### config.mk
export PLATFORM = sky130hd
export DESIGN_NAME = pipe_trace_buffer
export DESIGN_NICKNAME = d
export VERILOG_FILES = /design/src/rtl/pipe_trace_buffer.sv
export SDC_FILE = /design/constraint.sdc
export NUM_CORES = 1
export LEC_CHECK = 0
export CORE_MARGIN = 1.5
export CORE_UTILIZATION = 45
export CTS_CLUSTER_DIAMETER = 150
export DETAILED_ROUTE_END_ITERATION = 16
export GPL_ROUTABILITY_DRIVEN = 0
export GPL_TIMING_DRIVEN = 0
export PLACE_DENSITY_LB_ADDON = 0.1
export SKIP_LAST_GASP = 1
export SLEW_MARGIN = 20
export SYNTH_ARGS = -nofsm -noshare
export SYNTH_HDL_FRONTEND = slang
export SYNTH_SLANG_ARGS = --single-unit
### constraint.sdc
create_clock -name clk -period 13.9 [get_ports clk]
set_input_delay 2.78 -clock clk [delete_from_list [all_inputs] [get_ports clk]]
set_output_delay 2.78 -clock clk [all_outputs]
set_load 0.03 [all_outputs]
### src/rtl/pipe_trace_buffer.sv
// rtl/pipe_trace_buffer.sv - trigger-qualified circular trace of per-stage PC and nop bits
module pipe_trace_buffer #(
  parameter int STAGES = 5,
  parameter int PC_W   = 12,
  parameter int DEPTH  = 16,
  parameter int CW     = $clog2(DEPTH) + 1,
  parameter int SW     = STAGES * (PC_W + 1)
) (
  input  logic                 clk,
  input  logic                 reset,
  input  logic                 arm,
  input  logic                 stall,
  input  logic [STAGES*PC_W-1:0] stage_pc,
  input  logic [STAGES-1:0]    stage_nop,
  input  logic                 trig_ext,
  input  logic                 trig_pc_en,
  input  logic [PC_W-1:0]      trig_pc,
  input  logic [CW-1:0]        post_cnt,
  input  logic                 rd_ready,
  output logic                 rd_valid,
  output logic [SW-1:0]        rd_data,
  output logic                 rd_last,
  output logic                 busy,
  output logic                 done,
  output logic                 wrapped,
  output logic [CW-1:0]        count
);

  localparam int AW = $clog2(DEPTH);
  localparam logic [CW-1:0] MAX_POST = CW'(DEPTH - 1);
  localparam logic [CW-1:0] FULL     = CW'(DEPTH);

  typedef enum logic [1:0] {IDLE, ARMED, POST, DONE} state_t;

  state_t          state, state_nx;
  logic [AW-1:0]   wp;
  logic [CW-1:0]   count_q;
  logic [CW-1:0]   remaining;
  logic            wrapped_q;
  logic [SW-1:0]   mem [DEPTH];
  logic [SW-1:0]   sample_word;
  logic [CW-1:0]   pc_eff;
  logic [AW-1:0]   rd_ptr;
  logic            sample, trig_hit, xfer;

  always_comb begin
    sample_word = '0;
    for (int i = 0; i < STAGES; i++)
      sample_word[i*(PC_W+1) +: PC_W+1] = {stage_nop[i], stage_pc[i*PC_W +: PC_W]};
  end

  // arm outranks sampling, triggering and reading on the same edge
  assign sample   = (state == ARMED || state == POST) && !stall && !arm;
  assign trig_hit = trig_ext | (trig_pc_en & (stage_pc[PC_W-1:0] == trig_pc) & ~stage_nop[0]);
  assign pc_eff   = (post_cnt > MAX_POST) ? MAX_POST : post_cnt;
  assign xfer     = rd_valid & rd_ready;

  always_comb begin
    state_nx = state;
    if (arm) begin
      state_nx = ARMED;
    end else begin
      case (state)
        ARMED:   if (sample && trig_hit) state_nx = (pc_eff == '0) ? DONE : POST;
        POST:    if (sample && remaining == CW'(1)) state_nx = DONE;
        DONE:    if (count_q == '0 || (xfer && count_q == CW'(1))) state_nx = IDLE;
        default: state_nx = state;
      endcase
    end
  end

  always_ff @(posedge clk or negedge reset) begin
    if (!reset) begin
      state     <= IDLE;
      wp        <= '0;
      count_q   <= '0;
      remaining <= '0;
      wrapped_q <= 1'b0;
    end else begin
      state <= state_nx;
      if (arm) begin
        wp        <= '0;
        count_q   <= '0;
        remaining <= '0;
        wrapped_q <= 1'b0;
      end else begin
        if (sample) begin
          wp <= wp + 1'b1;
          if (count_q == FULL) wrapped_q <= 1'b1;
          else                 count_q   <= count_q + 1'b1;
        end
        if (state == ARMED && sample && trig_hit) remaining <= pc_eff;
        else if (state == POST && sample)         remaining <= remaining - 1'b1;
        if (xfer) count_q <= count_q - 1'b1;
      end
    end
  end

  always_ff @(posedge clk) begin
    if (sample) mem[wp] <= sample_word;
  end

  // oldest entry sits count slots behind the write pointer
  assign rd_ptr   = wp - count_q[AW-1:0];
  assign rd_valid = (state == DONE) && (count_q != '0);
  assign rd_last  = rd_valid && (count_q == CW'(1));
  assign rd_data  = rd_valid ? mem[rd_ptr] : '0;
  assign busy     = (state == ARMED) || (state == POST);
  assign done     = (state == DONE);
  assign wrapped  = wrapped_q;
  assign count    = count_q;

endmodule

* Yosys cells after proc, flatten, opt, wreduce, memory -nomap -nowiden *
Memories as Yosys holds them, arrays and structs flattened.
Index checks and enable logic that the tools add are counted.

word-level totals
  register bits after elaboration = 17
  latch bits = 0
  bits in writable memories = 1040
  memory bits (read-only) = 0
  input bits = 89
  memories = 1

memory list
  name  words  width  rd ports  clocked after Yosys merged registers in  write ports  RTL line  text
  mem   16     65     1         0                                        1            40        logic [SW-1:0] mem [DEPTH];

operators by class
  add/sub/neg operators = 5
  $mul = 0
  divide/modulo/power cells = 0
  magnitude comparators = 1
  eq/ne operators = 11
  shifts and indexed selects = 0
  mux-type cells = 22
  bitwise operators = 5
  reductions and logical operators = 25

operator list
  kind                 count
  $mux 65              1
  $mux 5               8
  $eq 12x12->1         1
  $eq 5x1->1 const B   2
  $logic_and 1x1->1    10
  $logic_not 5->1      2
  $sub 5x1->5 const B  2
  $ne 3x2->1 const B   3
  $mux 2               4
  $mux 4               2
  $mux 1               6
  $pmux 2 s3           1
  $reduce_bool 3->1    2
  $add 5x1->5 const B  1
  $eq 5x5->1 const B   1
  $gt 5x4->1 const B   1
  $reduce_bool 5->1    1
  $add 4x1->4 const B  1
  $eq 2x2->1 const B   2
  $reduce_and 2->1     2
  $reduce_and 4->1     1
  $reduce_bool 2->1    2
  $reduce_bool 4->1    1
  $sub 4x4->4          1
  other kinds (7)      11

* Logic depth before layout (Yosys ltp) *
Gate-level depths: netlist of the first run.

  depth after elaboration = 8
  gate-level depth with buffers = 10
  gate-level depth less buffers = 8

* Least setup slack after synthesis of the first run *
Ideal clock, no wire load.

  kind = input port to flip-flop
  from = in stall
  to = mem mem[4][0] (netlist bit), enable pin
  library setup time = 0.671 ns
  arrival = 10.072 ns
  required time = 13.229 ns
  setup slack = 3.157 ns
  cell stages on the path = 4
  path through = nor2_1 buf_1 nand2_1 nor4b_1

on the way
  word-level cells in the longest chain between the ends = 5

ends and longest elaborated chain
  item                            RTL line  text
  from (decl)                     12        input logic stall,
  $logic_not 1->1                 53        assign sample = (state == ARMED || state == POST) && !stall && !arm;
  $logic_and 1x1->1 (2 in a row)  53
  $mux 1                          100       if (sample) mem[wp] <= sample_word;
  $mux 1 (not written as such)    100
  to (decl)                       40

No other way between the ends.

* Worst setup path in the final report of the first run *
  from = reg wp[0]
  to = out rd_data[1]

on the way
  word-level cells in the longest chain between the ends = 3

ends and longest elaborated chain
  item                    RTL line  text
  from (decl)             36        logic [AW-1:0] wp;
  from (signal assigned)  88        wp <= wp + 1'b1;
  $sub 4x4->4             104       assign rd_ptr = wp - count_q[AW-1:0];
  $mem_v2 16x65           --
  $mux 65                 107       assign rd_data = rd_valid ? mem[rd_ptr] : '0;
  to (decl)               21        output logic [SW-1:0] rd_data,

No other way between the ends.

==> reports/qor.csv, run 1 <==
metric;value;unit
cts-resized-gates;0;
clock-sinks;1057;
postRouteAntennaNets;0;
cts_setup_buffers;0;
chipWidth;304;um
r2r-start;state[0]$_DFFE_PN0P_;
crit_required;11.12;ns
avgRoutedWirePerCell;27.7;um
critPathKind;reg2out;
ys_seq_area_share;77.6;%
grt_max_degree;37;
ys_types;48;
syn2layout_area_growth;19.3;%
first_iter_violations;1591;
maxCapViolations;0;
antenna_found_initial;2;
worst_setup_path_start_kind;flop;
syn_inst;1767;
syn_area;40800;sq um
grt_pass1_wl;138000;um
slew_violations;0;
die_area;92500;sq um
finalWirelength;93900;um
cts_max_level;3;
synth_fp_nets;1873;
tightest_slew;0.971;ns
ys.flop_type;edfxtp_1;
drtPass1Iterations;6;
final_layout_size_suffix_gt1_share;26.2;%
min_from;wrapped$_DFFE_PN0P_;
fin_tns_setup;0;ns
crit_path_end_kind;output pin;
clockRootBuffer;clkbuf_16;
hold_end;wrapped$_DFFE_PN0P_;
fin_crit_sh;56.8;%
post-place-ws;6.68;ns
cts_max_path_buffers;3;
cts_tree;yes;
r2r_end;mem[4][32]$_DFFE_PP_;
multi_input_area;8740;sq um
cts_hold_buf;0;
hold_path.class;reg2reg;
core_area;89900;sq um
fin_skew;0.0198;ns
rsz0062_at_grt;false;
p_leak;0.0161;uW
synth.avg_cell_area;23.1;sq um
vias;19400;
track_usage;20.6;%
relSlewSlack;35.2;%
cts_buffers;107;
setup_ws;6.00;ns
synth-edff-count;1040;
outcome;completed;
hold_viol;0;
ioPinCount;164;
drt-vias-per-instance;5.71;
regToRegSetupSlack;9.78;ns
max_freq;127;MHz
powerDensity;215;nW/um^2
cp.arrival;5.12;ns
start_util;45.4;%
critical_path.max_fanout;10;
register_area;31700;sq um
grt_pass1_vias;20600;
clkTransAtPathRegs;0.07;ns
clkLatencyLatePin;0.65;ns
die_y;304;um
yosys_warnings;0;
r2r_cells;12;
rows;110;
min_period;7.90;ns
nFillCells;6856;
hpwl;61000;um
async_reset_ff_share;1.61;%
ys_ff_latch;1057;
setup_viol;0;
layout.nets;2245;
irDropWorstVdd;0.000115;V
drc;0;
min_path_cells;2;
io_buffers;162;
grt_overflow;0;
==> where the power goes <==
part           switching [uW]  internal [uW]  leakage (uW)
Sequential               28.7           3580       0.00959
Combinational            2120           1840       0.00484
Clock                    1160           1720       0.00171
==> critical path, cell delays in order, from the launching register on <==
cell,delay [ns]
dfrtp_1,0.43
inv_1,0.11
ha_1,0.22
fa_1,0.48
buf_2,0.34
buf_2,0.48
clkbuf_1,0.78
mux4_2,0.37
mux2i_1,0.07
o22ai_1,0.39
clkdlybuf4s50_1,0.77
==> area by class of cell <==
type                            instances  area share, %
Multi-Input combinational cell        603           18.0
Sequential cell                      1057           65.0
Antenna cell                            1        0.00514
Tap cell                             1176           3.02
Clock buffer                          123           5.80
Inverter                               15          0.116
Timing Repair Buffer                  263           5.73
Clock inverter                         66           1.42
Buffer                                 92          0.884
==> routing by layer <==
metal,vias up,GRT usage (%),wire [um]
li1,8286,-,-
met1,10500,28.8,40700
met2,508,33.9,46500
met3,117,3.13,4860
met4,2,5.34,1840
met5,-,0,8
==> registers in the layout (all words and copies together), names as in the netlist <==
name / flops
remaining: 5
wrapped: 1
wp: 4
count: 5
state: 2
mem: 1040
==> worst max-delay path by stage <==
| stage | from | to | slack, ns | depth (start not counted) |
|---|---|---|---|---|
| detailed placement | wp[0]$_DFFE_PN0P_ | rd_data[1] | 6.68 | 10 |
| finish | wp[0]$_DFFE_PN0P_ | rd_data[1] | 6.00 | 10 |
| global route | wp[0]$_DFFE_PN0P_ | rd_data[1] | 5.86 | 10 |
| floorplan | stall | mem[4][0]$_DFFE_PP_ | 3.16 | 4 |
| CTS | wp[0]$_DFFE_PN0P_ | rd_data[1] | 5.95 | 10 |
| global placement | stall | mem[4][35]$_DFFE_PP_ | -6.33 | 5 |
==> cell families after synthesis <==
family / share of synthesized area (%)
buffers and inverters: 1.19
xor gates and xnor gates: 0.537
DFF: 77.6
and+or+nand+nor: 1.04
adders and majority gates: 0.540
muxes: 17.6
AOI/OAI and AO/OA: 1.48
==> stage by stage <==
step / util (%) / std cells / total power, uW / hold WS (ns) / instance area [sq um]
floorplan: - / 1767 / 6510 / 0.546 / 40800
global placement: 48.8 / 3105 / 7710 / 0.497 / 43900
detailed placement: 50.2 / 3206 / 7740 / 0.502 / 45100
CTS: 54.1 / 3395 / 10600 / 0.533 / 48700
global route: 54.1 / 3396 / 10900 / 0.580 / 48700
finish: 54.1 / 3396 / 10500 / 0.523 / 48700
==> cells in the mapped netlist (9+ instances only) <==
cell type | number | share of area (%)
edfxtp_1 | 1040 | 77
mux4_2 | 260 | 14
mux2i_1 | 132 | 3.2
o22ai_1 | 66 | 1.0
clkbuf_1 | 44 | 0.40
buf_2 | 37 | 0.45
nor2_1 | 27 | 0.25
dfrtp_1 | 17 | 1.0
ha_1 | 16 | 0.49
xor2_1 | 16 | 0.34
inv_1 | 15 | 0.14
nand2_1 | 14 | 0.13
buf_4 | 10 | 0.18
xnor2_1 | 9 | 0.19
==> placed cells by master, fill, tap and decap left out, types with 4 or more instances in the layout <==
cell type,count
nand2_1,14
bufinv_16,15
buf_12,17
nor2_1,21
a211oi_1,6
nor2_4,7
o22ai_1,66
clkbuf_16,111
nand4_1,6
clkinv_2,16
clkbuf_1,55
clkinvlp_4,5
ha_1,16
buf_16,12
inv_1,15
a21oi_1,5
xor2_1,16
buf_6,4
dfrtp_1,17
buf_2,60
edfxtp_1,1040
xnor2_1,9
nor3_2,4
clkdlybuf4s50_1,162
mux4_2,260
mux2i_1,132
clkinv_1,28
and3_4,4
buf_4,55
No activity file was read; power rests on OpenSTA's default activity.
==> inputs of run 2 (changes only) <==
==> constraint.sdc (replaced) <==
create_clock -name clk -period 6.4 [get_ports clk]
set_input_delay 1.28 -clock clk [delete_from_list [all_inputs] [get_ports clk]]
set_output_delay 1.28 -clock clk [all_outputs]
set_load 0.03 [all_outputs]
==> run 2 against run 1 <==
Critical path depth stayed put. Wire length up 1.6%. Clock skew fell by 0.012 ns. Clock-buffer cell count up 7. Die area did not move. Sequential share of layout area down 0.24 points. Flip-flop and latch count is the same.
==> reports/qor.csv, run 2 (synthesis results as in run 1) <==
metric;value;unit;change
outcome;completed;;
fin_tns_setup;0;ns;unchanged
clkLatencyLatePin;0.66;ns;about the same
die_y;304;um;unchanged
clockRootBuffer;clkbuf_16;;
final_layout_size_suffix_gt1_share;25.5;%;-0.72 points
fin_crit_sh;97.0;%;
crit_required;5.12;ns;-6.00 ns
regMostFlops;mem;;
irDropWorstVdd;0.000270;V;+130%
cts_hold_buf;0;;unchanged
relSlewSlack;28.3;%;-6.9 points
slowest_stage;clkbuf_1;;
cts-resized-gates;0;;unchanged
start_util;45.4;%;unchanged
cts_buffers;107;;unchanged
tightest_slew;1.07;ns;+0.103 ns
worst_setup_path_start_kind;flop;;
final_common_cell;edfxtp_1;;
antenna_cells;0;;-1
hold_path.class;reg2reg;;
syn2layout_area_growth;19.8;%;
cp.arrival;4.93;ns;-0.19 ns
grt_pass1_vias;20700;;+0.51%
slew_violations;0;;unchanged
cpMostUsedCell;buf_2;;
cpPeakStageDelay;0.84;ns;+0.06 ns
min_period;6.21;ns;
maxCapViolations;0;;unchanged
clock-sinks;1057;;unchanged
setup_ws;0.191;ns;-5.81 ns
powerDensity;466;nW/um^2;+120%
track_usage;20.9;%;+0.36 points
vias;19400;;-0.21%
ioPinCount;164;;unchanged
setup_viol;0;;unchanged
finalInstanceArea;48800;sq um;+0.37%
cts_tree;yes;;
clkTransAtPathRegs;0.06;ns;about the same
cp.buffers_inverters;5;;unchanged
post-place-ws;0.772;ns;-5.91 ns
layout.nets;2228;;-0.76%
layout_common_cells;1,040 x edfxtp_1, 260 x mux4_2, 162 x clkdlybuf4s50_1, 132 x mux2i_1, 110 x clkbuf_16;;
drtPass1Iterations;5;;-1
critPathKind;reg2out;;
power;22800;uW;+120%
nFillCells;6903;;+0.69%
crit_path_end_kind;output pin;;
cp_top_family;buffers and inverters;;
die_area;92500;sq um;unchanged
placed_area;45300;sq um;+0.42%
cts_max_path_buffers;3;;unchanged
finalWirelength;95500;um;+1.6%
max_freq;161;MHz;
avgRoutedWirePerCell;28.2;um;+2.0%
chipWidth;304;um;unchanged
grt_overflow;0;;unchanged
cts_max_level;3;;unchanged
drt-vias-per-instance;5.72;;+0.17%
crit_chain;inv_1, ha_1, fa_1, buf_2, buf_2, clkbuf_1, mux4_2, mux2i_1, o22ai_1, clkdlybuf4s50_1;;
io_buffers;162;;unchanged
rsz0062_at_grt;false;;
antenna_found_initial;1;;-1
hold_viol;0;;unchanged
cts_setup_buffers;0;;unchanged
rows;110;;unchanged
hpwl;61700;um;+1.1%
p_leak;0.0161;uW;-0.16%
critical_path.max_fanout;10;;unchanged
postRouteAntennaNets;0;;unchanged
first_iter_violations;1779;;+12%
grt_max_degree;36;;-2.7%
fin_skew;0.00730;ns;-0.0125 ns
core_area;89900;sq um;unchanged
drc;0;;unchanged
largest_reg_flops;1040;;unchanged
grt_pass1_wl;139000;um;+1.3%
## run 2: final cells by class
cell class                 instances  area, sq um  share of cell area [%]
buffer                            92          432                   0.884
clock buffer                     130         2830                    5.79
clock inverter                    64          679                    1.39
inverter                          15         56.3                   0.115
multi-input combinational        603         8770                    18.0
sequential                      1057        31700                    64.8
tap                             1176         1470                    3.01
timing repair buffer             246         2950                    6.04
## run 2: per-layer routing
| layer | vias up | wire [um] | track usage, % |
|---|---|---|---|
| met5 | - | 13 | 0 |
| met4 | 2 | 1900 | 5.57 |
| met3 | 126 | 4250 | 2.70 |
| met2 | 515 | 49000 | 35.8 |
| met1 | 10500 | 40300 | 28.4 |
| li1 | 8261 | - | - |
## run 2: final timing paths
| path | start | endpoint | slack [ns] | depth (start not counted) |
|---|---|---|---|---|
| worst max-delay path | wp[0]$_DFFE_PN0P_ | rd_data[21] | 0.19 | 10 |
| worst max register to register | state[0]$_DFFE_PN0P_ | mem[4][41]$_DFFE_PP_ | 3.07 | 9 |
| min in group asynchronous | reset | count[2]$_DFFE_PN0P_ | 1.12 | 1 |
| worst min-delay path | wrapped$_DFFE_PN0P_ | wrapped$_DFFE_PN0P_ | 0.51 | 2 |
| max in group asynchronous | reset | remaining[3]$_DFFE_PN0P_ | 4.75 | 1 |
| worst min register to register | wrapped$_DFFE_PN0P_ | wrapped$_DFFE_PN0P_ | 0.51 | 2 |
## run 2: report_power, final
part	total [uW]	switching, uW	internal (uW)
combinational	8680	4660	4020
sequential	7850	62.4	7790
clock	6240	2550	3690
## run 2: through the flow
step / utilization (%) / cells / hold WS, ns
after global routing: 54.3 / 3383 / 0.566
after floorplan: - / 1767 / 0.546
after CTS: 54.3 / 3383 / 0.517
after detailed placement: 50.4 / 3189 / 0.498
after global placement: 48.9 / 3105 / 0.492
final: 54.3 / 3383 / 0.513
## run 2: worst min-delay path: stages, from the launching register on
cell	delay, ns
dfrtp_1	0.35
a41oi_1	0.05
nor2_1	0.08
==> inputs of run 3 (changes only) <==
--- a/config.mk
+++ b/config.mk
@@ -5,6 +5,7 @@
 export SDC_FILE = /design/constraint.sdc
 export NUM_CORES = 1
 export LEC_CHECK = 0
+export CORE_ASPECT_RATIO = 1.4
 export CORE_MARGIN = 1.5
 export CORE_UTILIZATION = 45
 export CTS_CLUSTER_DIAMETER = 150
@@ -17,3 +18,4 @@
 export SYNTH_ARGS = -nofsm -noshare
 export SYNTH_HDL_FRONTEND = slang
 export SYNTH_SLANG_ARGS = --single-unit
+export TNS_END_PERCENT = 10
==> run 3 against run 2 <==
Clock power decreased by 3%. Die area about the same. Largest cell class unchanged. Global-route usage grew 0.60 points. Final area fell by 0.42%.
==> reports/qor.csv, run 3 (synthesis results as in run 1) <==
metric;value;unit;change
core_area;89800;sq um;about the same
rsz0062_at_grt;true;;
largest_reg_flops;1040;;unchanged
cts_max_level;3;;unchanged
slowest_stage;clkdlybuf4s50_1;;
slew_violations;0;;unchanged
cpMostUsedCell;buf_2;;
powerDensity;465;nW/um^2;-0.27%
grt_pass1_wl;143000;um;+2.2%
postRouteAntennaNets;0;;unchanged
hpwl;63400;um;+2.7%
die_y;359;um;+18%
cp_top_family;buffers and inverters;;
antenna_found_initial;7;;+6
worst_setup_path_start_kind;flop;;
fin_crit_sh;97.9;%;+0.86 points
layout_common_cells;1,040 x edfxtp_1, 260 x mux4_2, 162 x clkdlybuf4s50_1, 132 x mux2i_1, 103 x clkbuf_16;;
layout.nets;2237;;+0.40%
seqPwrFrac;34.7;%;+0.2 points
power_switching;7300;uW;+0.32%
cp.buffers_inverters;5;;unchanged
maxCapViolations;0;;unchanged
setup_viol;0;;unchanged
clockRootBuffer;clkbuf_16;;
max_freq;160;MHz;-0.88%
tightest_slew;0.907;ns;-0.168 ns
finalWirelength;98300;um;+3.0%
track_usage;21.5;%;+0.60 points
utilization;54.2;%;-0.17 points
chipWidth;257;um;-15%
switching_share;32.3;%;+0.32 points
hold_viol;0;;unchanged
drc;0;;unchanged
cp.arrival;4.98;ns;+0.05 ns
p_int;15300;uW;-1.2%
p_comb_share;38.5;%;+0.4 points
ioPinCount;164;;unchanged
clockPowerShare;26.8;%;-0.6 points
cpPeakStageDelay;0.79;ns;-0.05 ns
cts_hold_buf;0;;unchanged
cts_setup_buffers;0;;unchanged
io_buffers;162;;unchanged
crit_required;5.12;ns;about the same
drtPass1Iterations;5;;unchanged
avgRoutedWirePerCell;28.9;um;+2.2%
p_leak;0.0161;uW;-0.12%
power;22600;uW;-0.68%
grt_pass1_vias;20800;;+0.60%
irDropWorstVdd;0.000255;V;-5.6%
final_layout_size_suffix_gt1_share;26.1;%;+0.59 points
clkLatencyLatePin;0.67;ns;about the same
cts_tree;yes;;
vias;19400;;+0.083%
critical_path.max_fanout;10;;unchanged
min_period;6.26;ns;+0.0550 ns
grt_overflow;0;;unchanged
critPathKind;reg2out;;
cts_max_path_buffers;3;;unchanged
fin_skew;0.0182;ns;+0.0109 ns
crit_path_end_kind;output pin;;
drt-vias-per-instance;5.68;;-0.65%
relSlewSlack;39.5;%;+11 points
outcome;completed;;
hold_path.class;reg2reg;;
crit_chain;inv_1, ha_1, fa_1, buf_2, buf_2, clkbuf_1, mux4_2, mux2i_1, o22ai_1, clkdlybuf4s50_1;;
die_area;92500;sq um;about the same
final_common_cell;edfxtp_1;;
first_iter_violations;1628;;-8.5%
nFillCells;6942;;+0.56%
cts_buffers;102;;-4.7%
grt_max_degree;34;;-5.6%
start_util;45.4;%;about the same
regMostFlops;mem;;
syn2layout_area_growth;19.3;%;
rows;130;;+18%
clock-sinks;1057;;unchanged
clkTransAtPathRegs;0.06;ns;about the same
==> run 3: cell count changes in the layout (fill, tap and decap cells not counted), moves of 3 or more <==
cell and delta:
buf_2 +10, clkbuf_2 +6, clkinv_2 +3, buf_8 -11, buf_16 -4, clkinv_1 -5, buf_4 +14, inv_6 +4
clkbuf_16 -7, buf_12 +3
==> run 3: routing by layer <==
layer	global-route usage, %	wire length (um)
met1	27.8	39300
met2	37.2	51300
met3	3.55	4910
met4	6.60	2710
met5	0	83
==> run 3: cell type report <==
| class | instances | area, sq um | share of cell area, % |
|---|---|---|---|
| sequential | 1057 | 31700 | 65.1 |
| multi-input combinational | 603 | 8750 | 18.0 |
| timing repair buffer | 260 | 2910 | 5.98 |
| clock buffer | 129 | 2680 | 5.50 |
| tap | 1188 | 1490 | 3.06 |
| clock inverter | 62 | 659 | 1.36 |
| buffer | 92 | 439 | 0.903 |
| inverter | 15 | 56.3 | 0.116 |
| antenna | 2 | 5.00 | 0.0103 |
==> run 3: worst reg2reg max path: cells and delay by family (launching register included) <==
family                     cells  cell delay, ns
DFF                            1            0.41
buffers and inverters          8            1.61
and+or+nand+nor                2            1.35
adders and majority gates      1            0.36
==> run 3: stage by stage <==
step / hold slack (ns) / TNS [ns] / area [sq um] / cells / setup slack (ns)
2_1_floorplan: 0.546 / -271.48 / 40800 / 1767 / -2.67
3_3_place_gp: 0.493 / -4100.78 / 43900 / 3117 / -12.50
3_5_place_dp: 0.503 / 0 / 45300 / 3215 / 0.632
4_1_cts: 0.526 / -0.0153 / 48600 / 3406 / -0.0153
5_1_grt: 0.548 / -0.0734 / 48600 / 3407 / -0.0310
6_report: 0.519 / 0 / 48600 / 3408 / 0.136
==> run 3: worst paths after layout <==
check | startpoint | to | slack, ns | depth (start not counted)
worst max-delay path | wp[0]$_DFFE_PN0P_ | rd_data[24] | 0.14 | 10
worst min-delay path | wrapped$_DFFE_PN0P_ | wrapped$_DFFE_PN0P_ | 0.52 | 2
worst max register to register | state[0]$_DFFE_PN0P_ | mem[0][38]$_DFFE_PP_ | 2.37 | 11
worst min register to register | wrapped$_DFFE_PN0P_ | wrapped$_DFFE_PN0P_ | 0.52 | 2
max in group asynchronous | reset | state[1]$_DFFE_PN0P_ | 4.77 | 1
min in group asynchronous | reset | wp[1]$_DFFE_PN0P_ | 1.10 | 1
==> run 3: power by group through the flow <==
stage	clock network [uW]	registers [uW]	logic, uW
3_5_place_dp	0	7990	8920
5_1_grt	6440	7860	9310
4_1_cts	6170	7850	8960
2_1_floorplan	0	8020	6130
6_report	6060	7850	8710
3_3_place_gp	0	8050	8780
==> run 3: repair_timing <==
item | CTS | global route
endpoints found under the hold margin | 0 | 0
setup endpoints to repair | 2 | 10
cloned | 0 | 0
resized for setup | 1 | 17
